File: config.mk
export PLATFORM = sky130hd
export DESIGN_NAME = mem_bus_arbiter
export DESIGN_NICKNAME = d
export VERILOG_FILES = /design/src/rtl/mem_bus_arbiter.sv
export SDC_FILE = /design/constraint.sdc
export NUM_CORES = 1
export LEC_CHECK = 0
export CAP_MARGIN = 20
export CORE_MARGIN = 2
export CORE_UTILIZATION = 32
export DETAILED_ROUTE_END_ITERATION = 12
export HOLD_SLACK_MARGIN = 0.12
export PLACE_DENSITY = 0.8
export SLEW_MARGIN = 20
export SYNTH_ARGS = -nofsm -noshare
export SYNTH_HDL_FRONTEND = slang
export SYNTH_SLANG_ARGS = --single-unit
File: constraint.sdc
create_clock -name clk -period 1.9 [get_ports clk]
set_input_delay 0.19 -clock clk [delete_from_list [all_inputs] [get_ports clk]]
set_output_delay 0.19 -clock clk [all_outputs]
set_load 0.01 [all_outputs]
File: src/rtl/mem_bus_arbiter.sv
// Two-master RAM bus arbiter: CPU owns the bus by default, a DMA master borrows it
// through a req/gnt handshake with bounded bursts and a guaranteed CPU window between them.
module mem_bus_arbiter #(
  parameter int ADDR_WIDTH = 16,
  parameter int DATA_WIDTH = 8,
  parameter int MAX_BURST  = 16,
  parameter int CPU_GUARD  = 4
) (
  input  logic                  clk,
  input  logic                  reset,
  input  logic [ADDR_WIDTH-1:0] cpu_addr,
  input  logic                  cpu_read,
  input  logic                  cpu_write,
  input  logic [DATA_WIDTH-1:0] cpu_wdata,
  output logic [DATA_WIDTH-1:0] cpu_rdata,
  output logic                  cpu_stall,
  input  logic                  dma_req,
  output logic                  dma_gnt,
  input  logic                  dma_valid,
  input  logic                  dma_we,
  input  logic [ADDR_WIDTH-1:0] dma_addr,
  input  logic [DATA_WIDTH-1:0] dma_wdata,
  output logic [DATA_WIDTH-1:0] dma_rdata,
  output logic                  dma_rvalid,
  output logic [ADDR_WIDTH-1:0] mem_address,
  output logic                  mem_read,
  output logic                  mem_write,
  output logic [DATA_WIDTH-1:0] mem_data_out,
  input  logic [DATA_WIDTH-1:0] mem_data_in,
  output logic                  cpu_violation
);

  localparam int BW = $clog2(MAX_BURST + 1);
  localparam int GW = (CPU_GUARD < 1) ? 1 : $clog2(CPU_GUARD + 1);

  typedef enum logic [1:0] {S_CPU, S_DMA, S_TURN} state_t;

  state_t          state_q, state_d;
  logic [BW-1:0]   burst_q, burst_d;
  logic [GW-1:0]   guard_q, guard_d;
  logic            stall_q, gnt_q, rvalid_q, viol_q;

  always_comb begin
    state_d = state_q;
    burst_d = burst_q;
    guard_d = guard_q;
    case (state_q)
      S_CPU: begin
        if (guard_q != '0) guard_d = guard_q - 1'b1;
        // An in-flight CPU strobe always wins over a newly raised request.
        if (dma_req && !cpu_read && !cpu_write && (guard_q == '0)) begin
          state_d = S_DMA;
          burst_d = '0;
        end
      end
      S_DMA: begin
        if (dma_valid) burst_d = burst_q + 1'b1;
        if (!dma_req || (dma_valid && (burst_q == BW'(MAX_BURST - 1))))
          state_d = S_TURN;
      end
      S_TURN: begin
        state_d = S_CPU;
        guard_d = GW'(CPU_GUARD);
      end
      default: state_d = S_CPU;
    endcase
  end

  // Stall is derived from ownership, so CPU strobes are only forwarded in S_CPU.
  always_comb begin
    mem_address  = cpu_addr;
    mem_data_out = cpu_wdata;
    mem_read     = cpu_read;
    mem_write    = cpu_write;
    case (state_q)
      S_DMA: begin
        mem_address  = dma_addr;
        mem_data_out = dma_wdata;
        mem_read     = dma_valid & ~dma_we;
        mem_write    = dma_valid & dma_we;
      end
      S_TURN: begin
        mem_read  = 1'b0;
        mem_write = 1'b0;
      end
      default: ;
    endcase
  end

  always_ff @(posedge clk or posedge reset) begin
    if (reset) begin
      state_q  <= S_CPU;
      burst_q  <= '0;
      guard_q  <= '0;
      stall_q  <= 1'b0;
      gnt_q    <= 1'b0;
      rvalid_q <= 1'b0;
      viol_q   <= 1'b0;
    end else begin
      state_q  <= state_d;
      burst_q  <= burst_d;
      guard_q  <= guard_d;
      stall_q  <= (state_d != S_CPU);
      gnt_q    <= (state_d == S_DMA);
      rvalid_q <= (state_q == S_DMA) && dma_valid && !dma_we;
      if (stall_q && (cpu_read || cpu_write)) viol_q <= 1'b1;
    end
  end

  assign cpu_stall     = stall_q;
  assign dma_gnt       = gnt_q;
  assign dma_rvalid    = rvalid_q;
  assign cpu_violation = viol_q;
  assign cpu_rdata     = mem_data_in;
  assign dma_rdata     = mem_data_in;

endmodule

==> results.yml <==
placement:
  globalplace.congestion: 0.822
  placement.io_buffers: 84
  dp_hpwl_mm: 2.79
  post-place-cells: 260
synthesis:
  netlist_area_before_placement_mm2: 0.00129
  number_of_enable_flip_flop_cells_after_synthesis: 0
  post_synth_and_or_nand_nor_area_fraction_pct: 16.4
  synthArstFlopShare_pct: 100
  synth_mux_area_share_pct: 21.8
  yosysWarnings: 0
  synth_area_leaders: "dfrtp_1, mux2_2, buf_4"
  synthesized_net_count: 206
  synth_seq_cells: 14
  post_synth_fa_ha_maj_area_fraction_pct: 6.78
  synth_compound_area_share_pct: 14.1
  netlist.area_leader.share_pct: 27.1
  synthesis.instances: 136
  largest_family_of_logic_cells_by_synthesized_area: "multiplexers"
  synth_top_flop_cell: "dfrtp_1"
  post_synth.cell_area_avg_um2: 9.50
  yosysUniqueCellTypes: 33
  synthXorXnorAreaFrac_pct: 0
  synthDominantAreaCellType: "dfrtp_1"
  part_of_the_yosys_area_used_for_sequential_elements_pct: 27.1
floorplan:
  die_area_mm2: 0.00456
  core.rowCount: 23
  core_region_area_mm2: 0.00394
  die_h_um: 67.6
  ios: 109
  chipWidth_um: 67.6
  initial_core_util_pct: 32.8
grt:
  initial_antenna_violation_count: 0
  overflow: 0
  groute.usage.overall_pct: 15.7
  grt_pass1_wl_mm: 5.60
  grt_pass1_vias: 1344
  grt_max_degree: 15
timing:
  slew_headroom_pct: 63.4
  final-max-slew-violation-count: 0
  min_period_over_period_pct: 97.2
  worst_slew_pin_tran_ns: 0.549
  timing.final.crit_period_ns: 1.85
  fin_skew_ns: 0.000644
  setup-violations-final: 0
  achievable-frequency_ghz: 0.542
  whs_ns: 0.295
  hold_viol_final: 0
  setup_tns_ns: 0
power_and_ir_drop:
  powerDensity_mw_per_mm2: 987
  peak_supply_drop_mv: 0.360
  total_power_after_layout_mw: 2.22
  power.static_leakage_nw: 0.940
clocking:
  clk_root_buffer_cell: "clkbuf_8"
  clock_latency_ns: 0.24
  htree_levels: 1
  cts.reportedPaths.clkPinSlew_ns: 0.06
  tritoncts: "built"
  clock_path_buffers: 2
  cts_buffers: 3
  cts_sinks: 14
  holdBufCountCts: 0
drt:
  antenna_left: 0
  routed_wire_length_per_instance_um: 13.3
  drc: 0
  routed_via_density: 4.86
  route.final.wire_length_mm: 3.55
  vias: 1292
  detailedRoute.firstPassIterationCount: 4
  drt_initial_violations: 58
worst_setup_path:
  setup.worst_path.start_class: "register"
  timing.critical_path.required_ns: 1.71
  timing_worst_setup_path_type: "register to primary output"
  critPathMaxFanout: 9
  data_arrival_time_of_the_worst_path_ns: 1.66
  setup.worst_path.end_class: "primary output"
layout:
  diodes: 0
  final_layout_size_suffix_gt1_share_pct: 25.9
  number_of_standard_cells_in_the_final_layout_excluding_fillers: 266
  area_delta_synth_final_pct: 74.3
  final_nets: 287
status:
  status: "finished, final reports clean"
hold_path:
  holdCritPathClass: "primary input to asynchronous set/reset pin"
flow_run:
  drv_cap: 0
==> registers in the layout, indices dropped and copies added, names as in the netlist <==
signal / count
burst_q: 5
cpu_stall: 1
cpu_violation: 1
dma_gnt: 1
dma_rvalid: 1
guard_q: 3
state_q: 2
==> cell type report <==
| type | instances | area (µm²) |
|---|---|---|
| clock buffers | 4 | 55.1 |
| multi-input cells | 92 | 788 |
| well taps | 50 | 62.6 |
| fillers | 341 | 1690 |
| flip-flops and latches | 14 | 352 |
| repair buffers | 97 | 962 |
| inverters | 9 | 33.8 |
==> logic make-up after synthesis <==
group                    count (synthesis)
buffers and inverters                   30
AO/OA/AOI/OAI                           28
multiplexers                            25
AND/OR/NAND/NOR                         32
adder cells (fa/ha/maj)                  7
flip-flops                              14
==> per-stage QoR <==
step | utilization [%] | cell area, µm² | setup WS [ns]
detailed placement | 54.4 | 2150 | 0.0229
floorplan | - | 1290 | 0.312
CTS | 56.9 | 2240 | -0.00283
global placement | 54.4 | 2150 | 0.0314
global route | 57.2 | 2250 | -0.00162
finish | 57.2 | 2250 | 0.0538
==> routing by layer <==
metal,wire [µm],GRT usage [%]
met4,52,9.69
met2,1820,27.0
met5,0,0
met3,255,2.17
met1,1420,18.3
==> critical path, stage by stage (launching register included) <==
cell and delay (ns):
dfrtp_1 0.38, inv_2 0.07, ha_4 0.19, buf_8 0.14, mux2_2 0.33, dlygate4sd2_1 0.29
==> where the power goes <==
part,internal [mW],switching (mW)
clock,0.183,0.108
combinational,0.839,0.613
sequential,0.393,0.0881
==> layout by cell type (no fill, tap or decap), drive strengths merged, types with 2 or more instances in the layout <==
cell           netlist  final
o21ai                9      9
nand3b               2      2
nor3b                2      2
buf                 21     15
o22ai                2      2
nor2b                3      3
mux2                25     25
a31oi                2      2
clkdlybuf4s15        0     12
nand4                2      2
and3                 3      3
o211ai               4      4
clkdlybuf4s50        0     58
clkbuf               0      4
dfrtp               14     14
nand2b               2      2
a21oi                5      5
ha                   7      7
a221o                3      3
dlygate4sd2          0     12
nor2                 5      5
nand2                4      4
inv                  9      9
==> path summary, 6_finish.rpt <==
check,endpoint,startpoint,cells after the start,slack (ns)
setup / recovery,mem_data_out[3],state_q[1],5,0.05
hold / removal,burst_q[0],reset,2,0.30
setup reg to reg,cpu_stall,burst_q[0],6,0.13
hold reg to reg,cpu_violation,cpu_violation,1,0.47
max in group asynchronous,state_q[0],reset,2,1.21
min in group clk,cpu_rdata[0],mem_data_in[0],0,0.38
==> repair_timing <==
action	4_1_cts	5_1_grt
cloned	1	0
endpoints found under the setup margin	26	5
gates resized for setup	46	11
setup buffers	1	0
==> cells in the mapped netlist (all sizes together), types with 2 or more instances <==
library cell	number
nand2b	2
o211ai	4
nor2b	3
dfrtp	14
o21ai	9
ha	7
o22ai	2
nand2	4
mux2	25
a31oi	2
inv	9
nand4	2
buf	21
a21oi	5
nor3b	2
and3	3
nor2	5
nand3b	2
a221o	3
(Power assumes the default switching activity.)
